File: src/rtl/step_clock_gen_pkg.sv
// Shared definitions for the single-step / free-run processor clock generator:
// FSM state encoding, default timing parameters and a small sizing helper.
package step_clock_gen_pkg;

  typedef enum logic [1:0] {
    IDLE      = 2'd0,
    STEP_HIGH = 2'd1,
    RUN_HIGH  = 2'd2,
    RUN_LOW   = 2'd3
  } clk_state_e;

  localparam int DEF_DEBOUNCE_CYCLES  = 50000;
  localparam int DEF_HIGH_CYCLES      = 25000;
  localparam int DEF_RUN_HALF_PERIOD  = 25000000;
  localparam int DEF_COUNT_WIDTH      = 16;

  function automatic int max_int(input int a, input int b);
    return (a > b) ? a : b;
  endfunction

endpackage

File: src/rtl/step_clock_gen_button.sv
// button_debouncer: two-flop synchronizer, stability counter, debounced level
// and a one-cycle strobe on each accepted press (0->1 of the level).
module button_debouncer #(
  parameter int DEBOUNCE_CYCLES = 4,
  parameter bit SYNC_RESET_VAL  = 1'b1,
  parameter bit ACTIVE_LOW      = 1'b1
) (
  input  logic clk_i,
  input  logic reset_i,
  input  logic raw_i,
  output logic level_o,
  output logic rise_o
);

  localparam int CW = $clog2((DEBOUNCE_CYCLES > 1) ? DEBOUNCE_CYCLES : 2);
  localparam logic [CW-1:0] CNT_LAST = CW'(DEBOUNCE_CYCLES - 1);

  logic [1:0]    sync_q;
  logic          sample_s;
  logic [CW-1:0] cnt_q, cnt_d;
  logic          level_q, level_d;
  logic          rise_q, rise_d;

  assign sample_s = ACTIVE_LOW ? ~sync_q[1] : sync_q[1];

  // The counter only runs while a change is pending; a single agreeing sample
  // clears it, so shorter glitches can never reach the acceptance point.
  always_comb begin
    cnt_d   = cnt_q;
    level_d = level_q;
    if (sample_s != level_q) begin
      if (cnt_q == CNT_LAST) begin
        level_d = sample_s;
        cnt_d   = '0;
      end else begin
        cnt_d = cnt_q + CW'(1);
      end
    end else begin
      cnt_d = '0;
    end
    rise_d = level_d & ~level_q;
  end

  always_ff @(posedge clk_i) begin
    if (reset_i) begin
      sync_q  <= {2{SYNC_RESET_VAL}};
      cnt_q   <= '0;
      level_q <= 1'b0;
      rise_q  <= 1'b0;
    end else begin
      sync_q  <= {sync_q[0], raw_i};
      cnt_q   <= cnt_d;
      level_q <= level_d;
      rise_q  <= rise_d;
    end
  end

  assign level_o = level_q;
  assign rise_o  = rise_q;

endmodule

File: src/rtl/step_clock_gen.sv
// Processor clock source: one fixed-width high pulse per debounced button press
// in single-step mode, or a continuous square wave in free-run mode.
module step_clock_gen
  import step_clock_gen_pkg::*;
#(
  parameter int DEBOUNCE_CYCLES = DEF_DEBOUNCE_CYCLES,
  parameter int HIGH_CYCLES     = DEF_HIGH_CYCLES,
  parameter int RUN_HALF_PERIOD = DEF_RUN_HALF_PERIOD,
  parameter int COUNT_WIDTH     = DEF_COUNT_WIDTH
) (
  input  logic                   clk_fpga,
  input  logic                   reset,
  input  logic                   button_n,
  input  logic                   run_mode,
  output logic                   cpu_clock,
  output logic                   step_pulse,
  output logic                   button_level,
  output logic [COUNT_WIDTH-1:0] edge_count
);

  localparam int PHASE_MAX = max_int(HIGH_CYCLES, RUN_HALF_PERIOD);
  localparam int PW        = $clog2(PHASE_MAX + 1);
  localparam logic [PW-1:0] HIGH_LAST = PW'(HIGH_CYCLES - 1);
  localparam logic [PW-1:0] RUN_LAST  = PW'(RUN_HALF_PERIOD - 1);

  clk_state_e             state_q, state_d;
  logic [PW-1:0]          phase_q, phase_d;
  logic [1:0]             run_sync_q;
  logic                   run_s;
  logic                   cpu_clock_q, cpu_clock_d;
  logic [COUNT_WIDTH-1:0] edge_count_q, edge_count_d;
  logic                   enter_high_s;

  button_debouncer #(
    .DEBOUNCE_CYCLES (DEBOUNCE_CYCLES),
    .SYNC_RESET_VAL  (1'b1),
    .ACTIVE_LOW      (1'b1)
  ) u_button (
    .clk_i   (clk_fpga),
    .reset_i (reset),
    .raw_i   (button_n),
    .level_o (button_level),
    .rise_o  (step_pulse)
  );

  assign run_s = run_sync_q[1];

  always_ff @(posedge clk_fpga) begin
    if (reset) begin
      run_sync_q <= 2'b00;
    end else begin
      run_sync_q <= {run_sync_q[0], run_mode};
    end
  end

  // Presses are only looked at in IDLE, so strobes during any high or low
  // phase are dropped; run_mode is only re-checked at phase boundaries.
  always_comb begin
    state_d = state_q;
    phase_d = phase_q;
    case (state_q)
      IDLE: begin
        phase_d = '0;
        if (run_s) begin
          state_d = RUN_HIGH;
        end else if (step_pulse) begin
          state_d = STEP_HIGH;
        end else begin
          state_d = IDLE;
        end
      end
      STEP_HIGH: begin
        if (phase_q == HIGH_LAST) begin
          state_d = IDLE;
          phase_d = '0;
        end else begin
          phase_d = phase_q + PW'(1);
        end
      end
      RUN_HIGH: begin
        if (phase_q == RUN_LAST) begin
          state_d = RUN_LOW;
          phase_d = '0;
        end else begin
          phase_d = phase_q + PW'(1);
        end
      end
      RUN_LOW: begin
        if (phase_q == RUN_LAST) begin
          phase_d = '0;
          if (run_s) begin
            state_d = RUN_HIGH;
          end else begin
            state_d = IDLE;
          end
        end else begin
          phase_d = phase_q + PW'(1);
        end
      end
      default: begin
        state_d = IDLE;
        phase_d = '0;
      end
    endcase

    cpu_clock_d  = (state_d == STEP_HIGH) || (state_d == RUN_HIGH);
    enter_high_s = cpu_clock_d && (state_d != state_q);
    if (enter_high_s) begin
      edge_count_d = edge_count_q + COUNT_WIDTH'(1);
    end else begin
      edge_count_d = edge_count_q;
    end
  end

  always_ff @(posedge clk_fpga) begin
    if (reset) begin
      state_q      <= IDLE;
      phase_q      <= '0;
      cpu_clock_q  <= 1'b0;
      edge_count_q <= '0;
    end else begin
      state_q      <= state_d;
      phase_q      <= phase_d;
      cpu_clock_q  <= cpu_clock_d;
      edge_count_q <= edge_count_d;
    end
  end

  assign cpu_clock  = cpu_clock_q;
  assign edge_count = edge_count_q;

endmodule

File: config.mk
export PLATFORM = sky130hd
export DESIGN_NAME = step_clock_gen
export DESIGN_NICKNAME = d
export VERILOG_FILES = /design/src/rtl/step_clock_gen_pkg.sv /design/src/rtl/step_clock_gen_button.sv /design/src/rtl/step_clock_gen.sv
export SDC_FILE = /design/constraint.sdc
export NUM_CORES = 1
export LEC_CHECK = 0
export BUFFER_PORTS_ARGS = -buffer_cell sky130_fd_sc_hd__buf_2
export CELL_PAD_IN_SITES_DETAIL_PLACEMENT = 1
export CELL_PAD_IN_SITES_GLOBAL_PLACEMENT = 1
export CORE_UTILIZATION = 41
export DETAILED_ROUTE_END_ITERATION = 8
export PLACE_DENSITY_LB_ADDON = 0.1
export SETUP_SLACK_MARGIN = 0.15
export SYNTH_ARGS = -nofsm -noshare
export SYNTH_HDL_FRONTEND = slang
export SYNTH_HIERARCHICAL = 1
export SYNTH_SLANG_ARGS = --single-unit
File: constraint.sdc
create_clock -name clk_fpga -period 2 [get_ports clk_fpga]
set_input_delay 0.2 -clock clk_fpga [delete_from_list [all_inputs] [get_ports clk_fpga]]
set_output_delay 0.2 -clock clk_fpga [all_outputs]
set_load 0.01 [all_outputs]
==> impl_metrics.tcl <==
set metrics [dict create \
    cp_slowest_cell "or4_4" \
    synth_warnings 6 \
    grt_pass1_vias 2682 \
    holdPathEnd "u_button/sync_q[0]$_SDFF_PP1_" \
    violations "negative setup slack" \
    clk_pin_slew_worst_paths_ps 70 \
    clockBufferDepth 2 \
    drt_iter0_drc 97 \
    cts_hold_buffers 0 \
    multiInputGateArea_mm2 0.00196 \
    drt_wl_total_mm 8.05 \
    synth_top_family_by_area "simple AND/OR/NAND/NOR gates" \
    clock-sinks 66 \
    r2r_cells 7 \
    postRouteAntennaNets 0 \
    max_clock_freq_mhz 469 \
    syn_to_final_growth_pct 39.7 \
    synth_seq_cells 66 \
    die_h_um 87.5 \
    worst-slew-pin-transition_ps 526 \
    p_total_mw 2.54 \
    fp.dieW_um 87.5 \
    avgSynthCellArea_um2 8.87 \
    final_nets 417 \
    synth_adder_area_share 0.0125 \
    slew_violations 0 \
    r2r-end "cpu_clock$_SDFF_PP0_" \
    grt_overflow 0 \
    clock_latency_ps 340 \
    finalCriticalPeriod_ps 2130 \
    synth_cell_types 42 \
    holdCritStartpoint "button_n" \
    grt_use_total 0.218 \
    drive_gt1_frac 0.383 \
    post-route-util 0.603 \
    synth-compound-area-share 0.0618 \
    cts_buffers 9 \
    grt_first_pass_wirelength_mm 12.8 \
    core_mm2 0.00694 \
    final_common_cell "dfxtp_1" \
    drc 0 \
    start_util 0.432 \
    num_antenna_cells 0 \
    status "finished with violations" \
    die-area_mm2 0.00766 \
    cts.htree.levels 3 \
    antenna_found_initial 0 \
    wl_per_cell_um 15.8 \
    vias 2637 \
    cp.arrival_ps 2360 \
    whs_path_depth 2 \
    pin_count 23 \
    ir_worst_vdd_mv 0.521 \
    critPathKind "reg -> reg" \
    required_ps 2220 \
    grt_max_degree 27 \
    fill_cells 795 \
    drt_first_pass_iters 6 \
    holdCritPathClass "in -> reg" \
    worstSetupStartpointType "register" \
    endpoint_kind "register" \
    pre_cts_ws_ps -199 \
    fin_crit_sh 1.07 \
    cp_cell_sequence "or4_4, nor4_4, buf_4, and3_4, nor3_2, nor2_1, mux2_4" \
    max_slew_margin 0.648 \
    p_leak_nw 1.38 \
    syn_inst 338 \
    yosys.area_share.xor_xnor 0.155 \
    synth_area_mm2 0.00300 \
    rrSetupSlack_ps -130 \
    setup_violations 38 \
    cts_tree "built" \
    rows 30 \
    most-common-layout-cells "dfxtp_1 (61), buf_4 (40), nor2_1 (35), xnor2_1 (33), nor2_4 (32)" \
    tns_ps -2300 \
    finClkSkew_ps 8.22 \
    dpl.hpwl_mm 5.15 \
    power.density_mw_per_mm2 608 \
    synth_mux_area_frac 0.00376 \
    seq_area_mm2 0.00133 \
    gp_congestion 0.792 \
    cp_max_fo 3 \
    synth_nets 345 \
    synthSimpleGateAreaFrac 0.298 \
    rsz0062_at_grt "yes" \
    hold_viol_final 0 \
    max_cap_violations 0 \
    fin_ws_ps -133 \
    synth-seq-area-share 0.441 \
    critPathMaxStageDelay_ps 550 \
    port_buffers 22 \
    root_buffer "clkbuf_8" \
    vias_per_cell 5.16 \
    crit-reg2reg-launch "phase_q[15]$_SDFF_PP0_" \
]
cells in the mapped netlist (all sizes together):
cell type	n	share of area
or3	4	0.0083
xor2	19	0.056
and4	3	0.0092
nand2	19	0.024
and4bb	1	0.0042
clkbuf	5	0.0063
a211oi	8	0.025
buf	5	0.011
ha	3	0.013
nand3	26	0.043
nor4	9	0.024
a31oi	1	0.0021
nor3b	1	0.0025
or4	3	0.010
mux2	1	0.0038
a21boi	1	0.0025
and3	2	0.0050
o21a	1	0.0025
nand4bb	1	0.0054
nor2b	4	0.0083
or2	4	0.0083
and2	1	0.0021
nor3	12	0.020
nand4	12	0.030
xnor2	34	0.099
o21ai	3	0.0088
inv	9	0.011
a2111oi	1	0.0092
or4b	1	0.0033
nand2b	1	0.0021
dfxtp	66	0.44
nor2	70	0.088
a21oi	7	0.012
critical path, delay by kind of cell, from the launching register on:
family	cells	cell delay [ps]
multiplexers	1	310
AND/OR/NAND/NOR	5	1200
flip-flops	1	330
buffers and inverters	1	180
flip-flops by register name, indices dropped and copies added, names as in the netlist:
name,cells
u_button/rise_o,1
cpu_clock,1
u_button/cnt_q,16
phase_q,25
edge_count,16
run_sync_q,2
u_button/level_o,1
state_q,2
u_button/sync_q,2
where the power goes:
part	switching, mW	total, mW	internal (mW)
sequential	0.00967	1.33	1.32
combinational	0.0498	0.0821	0.0323
clock	0.488	1.13	0.644
stage by stage:
stage | cells | cell area, um2 | hold slack, ps
global route | 511 | 4190 | 44.6
floorplan | 338 | 3000 | 269
CTS | 507 | 3830 | 31.3
global placement | 484 | 3490 | 383
detailed placement | 484 | 3490 | 389
finish | 511 | 4190 | 46.0
timing repair:
action	CTS	global route
resized for setup	21	77
setup endpoints to repair	46	61
gates cloned	1	3
pin swaps	26	38
setup buffers	6	1
layer usage:
| layer | vias to the layer above | global-route usage | part of all wire |
|---|---|---|---|
| li1 | 1308 | - | - |
| met1 | 1287 | 0.280 | 0.46 |
| met2 | 33 | 0.361 | 0.49 |
| met3 | 9 | 0.0474 | 0.033 |
| met4 | 0 | 0.0760 | 0.015 |
| met5 | - | 0 | 0 |
cell families (layout without fill, tap and decap cells):
logic type / after synthesis / count (layout)
xor+xnor: 53 / 53
buf+inv: 19 / 95
flops: 66 / 66
fa+ha+maj: 3 / 3
simple gates: 174 / 175
compound gates: 22 / 22
mux: 1 / 1
worst max-delay path by stage:
stage / start / to
after floorplan: phase_q[10]$_SDFF_PP0_ / edge_count[5]$_SDFFE_PP0P_
after global placement: phase_q[10]$_SDFF_PP0_ / cpu_clock$_SDFF_PP0_
after detailed placement: phase_q[10]$_SDFF_PP0_ / edge_count[7]$_SDFFE_PP0P_
after CTS: phase_q[15]$_SDFF_PP0_ / cpu_clock$_SDFF_PP0_
after global routing: phase_q[15]$_SDFF_PP0_ / edge_count[7]$_SDFFE_PP0P_
final: phase_q[15]$_SDFF_PP0_ / cpu_clock$_SDFF_PP0_
cell type report:
cell class	count	area share
Clock buffer	14	0.0388
Multi-Input combinational cell	254	0.468
Timing Repair Buffer	70	0.130
Tap cell	96	0.0287
Sequential cell	66	0.318
Clock inverter	2	0.00837
Inverter	9	0.00807
No activity file was read; power rests on OpenSTA's default activity.
